$ cat src/rtl/wb_rr_arbiter.sv
// ---------------------------------------------------------------------------
// wb_rr_arbiter
//
// Wishbone round-robin arbiter sharing one slave port among MASTER_COUNT
// masters. A master owns the bus for its whole cyc period. Priority rotates
// to the master after the last owner. A per-transfer watchdog aborts a
// stalled slave by returning a single-cycle err to the owner. The owner is
// then held off the slave until it drops cyc.
//
// Ports:
//   sys_clk, sys_rst       clock, synchronous active-high reset
//   master_cyc/stb/we      per-master Wishbone controls
//   master_tag/sel/adr     per-master cycle tag, byte selects, address
//   master_mosi            per-master write data
//   master_miso            per-master read data (owner only, else 0)
//   master_ack/err         per-master terminations (owner only, else 0)
//   slave_cyc/stb/we/tag/sel/adr/mosi   request mux toward the shared slave
//   slave_miso/ack/err     response from the shared slave
//   grant                  one-hot current owner (0 while idle)
// ---------------------------------------------------------------------------
module wb_rr_arbiter #(
    parameter int DATA_WIDTH   = 32,
    parameter int ADDR_WIDTH   = 32,
    parameter int MASTER_COUNT = 4,
    parameter int TIMEOUT      = 255
) (
    input  logic                                     sys_clk,
    input  logic                                     sys_rst,
    input  logic [MASTER_COUNT-1:0]                  master_cyc,
    input  logic [MASTER_COUNT-1:0]                  master_stb,
    input  logic [MASTER_COUNT-1:0]                  master_we,
    input  logic [MASTER_COUNT-1:0][2:0]             master_tag,
    input  logic [MASTER_COUNT-1:0][DATA_WIDTH/8-1:0] master_sel,
    input  logic [MASTER_COUNT-1:0][ADDR_WIDTH-1:0]  master_adr,
    input  logic [MASTER_COUNT-1:0][DATA_WIDTH-1:0]  master_mosi,
    output logic [MASTER_COUNT-1:0][DATA_WIDTH-1:0]  master_miso,
    output logic [MASTER_COUNT-1:0]                  master_ack,
    output logic [MASTER_COUNT-1:0]                  master_err,
    output logic                                     slave_cyc,
    output logic                                     slave_stb,
    output logic                                     slave_we,
    output logic [2:0]                               slave_tag,
    output logic [DATA_WIDTH/8-1:0]                  slave_sel,
    output logic [ADDR_WIDTH-1:0]                    slave_adr,
    output logic [DATA_WIDTH-1:0]                    slave_mosi,
    input  logic [DATA_WIDTH-1:0]                    slave_miso,
    input  logic                                     slave_ack,
    input  logic                                     slave_err,
    output logic [MASTER_COUNT-1:0]                  grant
);

    localparam int OWNER_WIDTH = (MASTER_COUNT > 1) ? $clog2(MASTER_COUNT) : 1;
    localparam int WDOG_WIDTH  = (TIMEOUT > 0) ? $clog2(TIMEOUT + 1) : 1;
    localparam bit WDOG_ENABLE = (TIMEOUT != 0);
    localparam logic [WDOG_WIDTH-1:0]  WDOG_LAST = WDOG_WIDTH'(TIMEOUT - 1);
    localparam logic [OWNER_WIDTH-1:0] OWNER_MAX = OWNER_WIDTH'(MASTER_COUNT - 1);

    typedef enum logic [1:0] {
        ST_IDLE  = 2'd0,
        ST_OWN   = 2'd1,
        ST_ABORT = 2'd2,
        ST_DRAIN = 2'd3
    } state_t;

    state_t                   state_r;
    logic [OWNER_WIDTH-1:0]   owner_r;
    logic [OWNER_WIDTH-1:0]   ptr_r;
    logic [WDOG_WIDTH-1:0]    wdog_r;
    logic [MASTER_COUNT-1:0]  grant_r;

    logic [OWNER_WIDTH-1:0]   scan_s;
    logic [OWNER_WIDTH-1:0]   pick_idx_s;
    logic                     pick_valid_s;
    logic [OWNER_WIDTH-1:0]   next_ptr_s;
    logic                     stall_s;
    logic                     abort_now_s;

    // Increment modulo MASTER_COUNT; explicit wrap keeps non-power-of-two counts correct.
    function automatic logic [OWNER_WIDTH-1:0] wrap_inc(input logic [OWNER_WIDTH-1:0] idx);
        logic [OWNER_WIDTH-1:0] res;
        if (idx == OWNER_MAX) begin
            res = '0;
        end else begin
            res = idx + OWNER_WIDTH'(1);
        end
        return res;
    endfunction

    function automatic logic [MASTER_COUNT-1:0] owner_onehot(input logic [OWNER_WIDTH-1:0] idx);
        logic [MASTER_COUNT-1:0] vec;
        vec      = '0;
        vec[idx] = 1'b1;
        return vec;
    endfunction

    // Rotating-priority search: first requester at ptr, ptr+1, ... wrapping.
    always_comb begin
        pick_valid_s = 1'b0;
        pick_idx_s   = '0;
        scan_s       = ptr_r;
        for (int i = 0; i < MASTER_COUNT; i++) begin
            if (!pick_valid_s && master_cyc[scan_s]) begin
                pick_valid_s = 1'b1;
                pick_idx_s   = scan_s;
            end else begin
                pick_valid_s = pick_valid_s;
            end
            scan_s = wrap_inc(scan_s);
        end
    end

    // Next priority pointer and watchdog stall / abort qualification.
    always_comb begin
        next_ptr_s  = wrap_inc(owner_r);
        stall_s     = (state_r == ST_OWN) && master_stb[owner_r] && !slave_ack && !slave_err;
        abort_now_s = WDOG_ENABLE && stall_s && (wdog_r == WDOG_LAST);
    end

    // Arbitration FSM with owner, rotation pointer, watchdog and grant registers.
    always_ff @(posedge sys_clk) begin
        if (sys_rst) begin
            state_r <= ST_IDLE;
            owner_r <= '0;
            ptr_r   <= '0;
            wdog_r  <= '0;
            grant_r <= '0;
        end else begin
            case (state_r)
                ST_IDLE: begin
                    wdog_r <= '0;
                    if (pick_valid_s) begin
                        state_r <= ST_OWN;
                        owner_r <= pick_idx_s;
                        grant_r <= owner_onehot(pick_idx_s);
                    end
                end
                ST_OWN: begin
                    // Release has priority over an abort on the threshold cycle.
                    if (!master_cyc[owner_r]) begin
                        state_r <= ST_IDLE;
                        ptr_r   <= next_ptr_s;
                        wdog_r  <= '0;
                        grant_r <= '0;
                    end else if (abort_now_s) begin
                        state_r <= ST_ABORT;
                        wdog_r  <= '0;
                    end else if (WDOG_ENABLE && stall_s) begin
                        wdog_r  <= wdog_r + WDOG_WIDTH'(1);
                    end else begin
                        wdog_r  <= '0;
                    end
                end
                ST_ABORT: begin
                    state_r <= ST_DRAIN;
                end
                ST_DRAIN: begin
                    if (!master_cyc[owner_r]) begin
                        state_r <= ST_IDLE;
                        ptr_r   <= next_ptr_s;
                        grant_r <= '0;
                    end
                end
                default: begin
                    state_r <= ST_IDLE;
                    grant_r <= '0;
                    wdog_r  <= '0;
                end
            endcase
        end
    end

    // Request mux toward the slave and response demux toward the owner.
    always_comb begin
        slave_cyc   = 1'b0;
        slave_stb   = 1'b0;
        slave_we    = 1'b0;
        slave_tag   = 3'b000;
        slave_sel   = '0;
        slave_adr   = '0;
        slave_mosi  = '0;
        master_miso = '0;
        master_ack  = '0;
        master_err  = '0;
        case (state_r)
            ST_OWN: begin
                slave_cyc            = master_cyc[owner_r];
                slave_stb            = master_stb[owner_r];
                slave_we             = master_we[owner_r];
                slave_tag            = master_tag[owner_r];
                slave_sel            = master_sel[owner_r];
                slave_adr            = master_adr[owner_r];
                slave_mosi           = master_mosi[owner_r];
                master_miso[owner_r] = slave_miso;
                master_ack[owner_r]  = slave_ack;
                master_err[owner_r]  = slave_err;
            end
            ST_ABORT: begin
                master_err[owner_r] = 1'b1;
            end
            ST_IDLE: begin
                master_err = '0;
            end
            ST_DRAIN: begin
                master_err = '0;
            end
            default: begin
                master_err = '0;
            end
        endcase
    end

    assign grant = grant_r;

endmodule

$ cat config.mk
export PLATFORM = sky130hd
export DESIGN_NAME = wb_rr_arbiter
export DESIGN_NICKNAME = d
export VERILOG_FILES = /design/src/rtl/wb_rr_arbiter.sv
export SDC_FILE = /design/constraint.sdc
export NUM_CORES = 1
export LEC_CHECK = 0
export BUFFER_PORTS_ARGS = -buffer_cell sky130_fd_sc_hd__buf_2
export CORE_AREA = 2 2 214 216
export DETAILED_ROUTE_END_ITERATION = 12
export DIE_AREA = 0 0 216 218
export GPL_TIMING_DRIVEN = 1
export HOLD_SLACK_MARGIN = 0.1
export PLACE_DENSITY = 0.43
export SLEW_MARGIN = 20
export SYNTH_ARGS = -nofsm -noshare
export SYNTH_HDL_FRONTEND = slang
export SYNTH_SLANG_ARGS = --single-unit
export TNS_END_PERCENT = 5
$ cat constraint.sdc
create_clock -name sys_clk -period 4.6 [get_ports sys_clk]
set_input_delay 0.23 -clock sys_clk [delete_from_list [all_inputs] [get_ports sys_clk]]
set_output_delay 0.23 -clock sys_clk [all_outputs]
set_load 0.02 [all_outputs]
==> results of run 1 <==
==> synth_stat cells, types with 2 or more instances <==
cell,n,area [um2]
or3_1,2,12.5
nand2_1,11,41.3
buf_1,5,18.8
o21ai_0,8,40.0
buf_6,2,22.5
clkbuf_1,41,154
ha_1,7,87.6
nor2_1,18,67.6
nor3_1,5,25.0
a21oi_1,9,45.0
o31ai_1,2,15.0
a211oi_1,2,15.0
mux2_2,3,33.8
dfxtp_1,18,360
nor2b_1,8,50.1
a31oi_1,2,12.5
nand3_1,8,40.0
mux2i_1,3,30.0
or3b_1,2,17.5
and2_1,73,457
buf_2,7,35.0
mux4_2,73,1640
inv_1,8,30.0
and3_1,132,826
o22ai_1,2,12.5
==> per-stage QoR <==
step	util	area (um2)	setup slack (ps)	power, mW
finish	0.173	7750	1860	3.43
global route	0.173	7750	1670	3.69
CTS	0.172	7730	1750	3.47
detailed placement	0.171	7650	1950	3.29
global placement	0.171	7650	2020	3.28
floorplan	-	4360	2390	2.29
==> worst max path at each step <==
| stage | from | endpoint | cells after the start |
|---|---|---|---|
| after detailed placement | owner_r[0]$_SDFFE_PP0P_ | master_miso[106] | 3 |
| after CTS | owner_r[0]$_SDFFE_PP0P_ | master_miso[106] | 3 |
| after global routing | owner_r[0]$_SDFFE_PP0P_ | slave_sel[3] | 4 |
| final | owner_r[0]$_SDFFE_PP0P_ | slave_sel[3] | 4 |
| after floorplan | owner_r[0]$_SDFFE_PP0P_ | slave_adr[0] | 5 |
| after global placement | owner_r[0]$_SDFFE_PP0P_ | master_miso[115] | 3 |
==> metal layers <==
metal,vias up,track usage,part of all wire,routed length [um]
li1,2830,-,-,-
met1,2844,0.124,0.41,10800
met2,369,0.192,0.49,13000
met3,32,0.0279,0.092,2430
met4,12,0.0105,0.0081,214
met5,-,0,0.0034,91
==> sequential cells by signal, summed over array words and instances, names as in the netlist, named ones only <==
name / count
state_r: 1
ptr_r: 2
wdog_r: 8
grant: 4
owner_r: 2
==> critical path, delay by kind of cell (launching register included) <==
kind	cells	cell delay, ps
flops	1	790
mux	1	620
buf+inv	2	590
simple gates	1	190
==> power groups by stage <==
| stage | logic [mW] | registers (mW) | clock network, mW |
|---|---|---|---|
| 2_1_floorplan | 2.07 | 0.223 | 0 |
| 3_3_place_gp | 2.94 | 0.344 | 0 |
| 3_5_place_dp | 2.94 | 0.346 | 0 |
| 4_1_cts | 2.95 | 0.344 | 0.183 |
| 5_1_grt | 3.14 | 0.356 | 0.190 |
| 6_report | 2.92 | 0.333 | 0.176 |
==> kinds of logic after synthesis <==
logic type | share of synthesized area
and+or+nand+nor | 0.372
xor gates and xnor gates | 0.00201
muxes | 0.398
AOI/OAI and AO/OA | 0.0603
buffers and inverters | 0.0651
DFF | 0.0826
adders and majority gates | 0.0201
==> final cells by class <==
cell class | instances | share of cell area
tap | 600 | 0.0969
sequential | 18 | 0.0475
antenna | 3 | 0.000969
timing repair buffer | 549 | 0.359
multi-input combinational | 395 | 0.482
clock buffer | 4 | 0.0102
inverter | 8 | 0.00387
==> impl_metrics.json, run 1 <==
{
  "status": "finished, final reports clean",
  "r2r_end": "grant[1]$_SDFFE_PP0P_",
  "ys.flop_type": "dfxtp_1",
  "rrSetupSlack_ps": 2120,
  "reg2regPathDepth": 7,
  "clockRootBuffer": "clkbuf_16",
  "ir_worst_vdd_v": 0.000248,
  "postCtsSetupBuffers": 0,
  "powerDensity_nw_per_um2": 442,
  "dr.pass1.iters": 6,
  "pwr-share-seq": 0.097,
  "dieWidth_um": 216,
  "setup_viol": 0,
  "grt_first_pass_wirelength_mm": 37.3,
  "r2r_start": "ptr_r[0]$_SDFFE_PP0P_",
  "synth_area_um2": 4360,
  "synth_cell_types": 52,
  "hold_slack_ps": 347,
  "tightest_slew_ps": 813,
  "final_common_cell": "buf_2",
  "avgViaCountPerCell": 3.86,
  "finalSetupTns_ps": 0,
  "path_class": "register to primary output",
  "multi_input_comb_area_um2": 3730,
  "ys_seq_area_frac": 0.0826,
  "finalWirelength_mm": 26.6,
  "globalRouteOverflowTotal": 0,
  "via_count": 6087,
  "hp-class": "primary input to register",
  "die_h_um": 218,
  "max-slew-margin-rel": 0.458,
  "h-tree-depth": 1,
  "holdPathEnd": "owner_r[0]$_SDFFE_PP0P_",
  "antenna_found_initial": 11,
  "final_nets": 1314,
  "row_count": 78,
  "power_frac_clock": 0.051,
  "seq_area_um2": 368,
  "synth_edf_count": 0,
  "clk_pin_slew_ps": 60,
  "syn_nets": 817,
  "dp_hpwl_mm": 22.7,
  "leakagePower_nw": 4.32,
  "hp-start": "sys_rst",
  "port_buffers": 545,
  "syn_to_final_growth_pct": 77.8,
  "power.switching_mw": 1.90,
  "swShare": 0.553,
  "rsz0062_at_grt": "no",
  "period_needed_ps": 2740,
  "io_pins": 546,
  "cp_slowest_cell": "dfxtp_4",
  "grt_start_max_net_pins": 157,
  "max_freq_mhz": 365,
  "cp-start-kind": "register",
  "crit_path_end_kind": "primary output",
  "yosysWarnings": 0,
  "stdcell_count": 1577,
  "hold_path_depth": 2,
  "clock_skew_ps": 5.75,
  "avgSynthCellArea_um2": 9.12,
  "ys_ff_latch": 18,
  "drc": 0,
  "start_util": 0.0971,
  "drv_cap": 0,
  "comb_power_share": 0.852,
  "cp.required_ps": 4370,
  "cts_tree": "built",
  "maxSlewViolCount": 0,
  "clock_latency_ps": 250,
  "hold_viol_final": 0,
  "ant_nets": 0,
  "post_drt_wl_per_cell_um": 16.9,
  "drive_gt1_frac": 0.663,
  "timing.critical_path.cells": "buf_12 > mux4_2 > and2_1 > buf_2",
  "synthCells": 478,
  "grt_pass1_vias": 5939,
  "cts_hold_buf": 0,
  "cp.arrival_ps": 2510,
  "finalCritPeriodShare": 0.595,
  "post_cts_resized": 0,
  "dp_cells": 1570,
  "layout_common_cells": "buf_2 (545), and3_1 (132), mux4_2 (73), and2_1 (73), nor2_1 (18)",
  "cp_max_fo": 48,
  "place_congestion": 0.930,
  "drt-initial-drc-count": 238,
  "numCtsBuffers": 3,
  "fillers": 5045,
  "internal-power_mw": 1.53,
  "cts.sinks": 18,
  "core_um2": 44900,
  "clockBufferDepth": 2,
  "grt_usage": 0.104,
  "dieArea_um2": 47100,
  "synth_async_sr_flop_share": 0,
  "critPathMaxStageDelay_ps": 790
}
Note: power is estimated with default switching activity, not from simulation.
==> run 2: changes to the inputs <==
==> constraint.sdc (replaced) <==
create_clock -name sys_clk -period 2.7 [get_ports sys_clk]
set_input_delay 0.135 -clock sys_clk [delete_from_list [all_inputs] [get_ports sys_clk]]
set_output_delay 0.135 -clock sys_clk [all_outputs]
set_load 0.02 [all_outputs]
==> run 2 against run 1 <==
Effect of this change:
- sequential share of layout area barely moved
- global-route usage hardly changed
- core utilization rose by 0.10 points
- register-to-register slack got worse by 1800 ps
- critical path depth up 3
- sequential cell count did not move
- clock-buffer cell count decreased by 1
- critical path type is now register to register
- largest power group unchanged
==> impl_metrics.json, run 2 (synthesis gave the netlist of run 1 again) <==
{
  "status": "finished, final reports clean",
  "max_freq_mhz": 412,
  "port_buffers": 545,
  "place_congestion": 0.935,
  "r2r_end": "grant[1]$_SDFFE_PP0P_",
  "max-slew-margin-rel": 0.528,
  "post_drt_wl_per_cell_um": 16.9,
  "final_area_um2": 7800,
  "row_count": 78,
  "cp_max_fo": 11,
  "grt_pass1_vias": 5777,
  "grt_usage": 0.104,
  "reg2regPathDepth": 7,
  "clockRootBuffer": "clkbuf_16",
  "die_h_um": 218,
  "maxSlewViolCount": 0,
  "post_cts_resized": 0,
  "cp.arrival_ps": 2620,
  "ant_nets": 0,
  "globalRouteOverflowTotal": 0,
  "r2r_start": "ptr_r[0]$_SDFFE_PP0P_",
  "drive_gt1_frac": 0.662,
  "cts_tree": "built",
  "dr_wl_met2_mm": 13.2,
  "dieArea_um2": 47100,
  "cts_hold_buf": 0,
  "wl_met1_mm": 10.5,
  "start_util": 0.0971,
  "cp.required_ps": 2890,
  "dp_hpwl_mm": 22.5,
  "ir_worst_vdd_v": 0.000644,
  "drv_cap": 0,
  "fin_ws_ps": 271,
  "cp-start-kind": "register",
  "hp-start": "sys_rst",
  "io_pins": 546,
  "avgViaCountPerCell": 3.88,
  "syn_to_final_growth_pct": 78.8,
  "finalWirelength_mm": 26.7,
  "crit_path_end_kind": "register",
  "drc": 0,
  "postCtsSetupBuffers": 0,
  "finalSetupTns_ps": 0,
  "powerDensity_nw_per_um2": 754,
  "clock_skew_ps": 6.67,
  "clockBufferDepth": 2,
  "wl_met3_mm": 2.73,
  "finalCritPeriodShare": 0.900,
  "rsz0062_at_grt": "no",
  "top_layer": "met5",
  "layout_common_cells": "buf_2 (545), and3_1 (132), mux4_2 (73), and2_1 (73), nor2_1 (18)",
  "drt-initial-drc-count": 304,
  "hp-class": "primary input to register",
  "dr.pass1.iters": 6,
  "dp_worst_setup_slack_ps": 307,
  "cts.sinks": 18,
  "grt_first_pass_wirelength_mm": 37.6,
  "numCtsBuffers": 3,
  "path_class": "register to register",
  "period_needed_ps": 2430,
  "core_um2": 44900,
  "hold_path_depth": 2,
  "h-tree-depth": 1,
  "holdPathEnd": "grant[1]$_SDFFE_PP0P_",
  "largest_reg_flops": 8,
  "fillers": 5089,
  "hold_viol_final": 0,
  "grt_start_max_net_pins": 207,
  "via_count": 6135,
  "placed_area_um2": 7700,
  "tightest_slew_ps": 708,
  "final_common_cell": "buf_2",
  "clk_pin_slew_ps": 60,
  "final_nets": 1318,
  "regMostFlops": "wdog_r",
  "setup_viol": 0,
  "clock_latency_ps": 250,
  "leakagePower_nw": 4.36,
  "antenna_found_initial": 12,
  "dieWidth_um": 216,
  "rrSetupSlack_ps": 270
}
==> run 2: cell count changes in the layout (fill, tap and decap cells not counted), sizes merged <==
cell	change
buf	+4
clkbuf	-1
clkinv	+1
diode	+1
==> run 2: power breakdown <==
group	switching, mW	internal [mW]
combinational	2.97	2.12
clock	0.103	0.197
sequential	0.155	0.326
total	3.23	2.65
==> run 2: critical path: stages, from the launching register on <==
cell,delay (ps)
dfxtp_1,530
ha_1,380
or2b_2,330
nand3_1,120
a221oi_2,90
or3_4,400
or3b_1,400
a21oi_2,110
==> run 2: area by class of cell <==
class	instances	area (um2)	area share
Sequential cell	18	368	0.0472
Multi-Input combinational cell	395	3730	0.478
Tap cell	600	751	0.0963
Clock inverter	1	3.75	0.000481
Timing Repair Buffer	553	2830	0.363
Clock buffer	3	75.1	0.00963
Inverter	8	30.0	0.00385
Antenna cell	4	10.0	0.00128
==> run 2: how the worst max path moves through the flow <==
stage                                 start                    end  slack, ps  depth (start not counted)
detailed placement    ptr_r[0]$_SDFFE_PP0P_  grant[1]$_SDFFE_PP0P_        310                          7
floorplan             ptr_r[0]$_SDFFE_PP0P_  grant[1]$_SDFFE_PP0P_        540                          8
finish                ptr_r[0]$_SDFFE_PP0P_  grant[1]$_SDFFE_PP0P_        270                          7
global placement      ptr_r[0]$_SDFFE_PP0P_  grant[0]$_SDFFE_PP0P_        330                          7
global route        owner_r[0]$_SDFFE_PP0P_           slave_sel[3]        110                          4
CTS                 owner_r[0]$_SDFFE_PP0P_           slave_sel[3]        200                          4
==> run 2: layer usage <==
layer,up-vias,GRT usage
li1,2842,-
met1,2913,0.125
met2,346,0.191
met3,20,0.0300
met4,14,0.00936
met5,-,0
==> run 2: through the flow <==
step	total power [mW]	util	hold slack, ps	cells
finish	5.88	0.174	233	1582
global route	6.34	0.174	263	1581
global placement	5.61	0.171	477	1573
detailed placement	5.66	0.172	476	1574
CTS	5.97	0.173	236	1578
floorplan	3.91	-	214	478
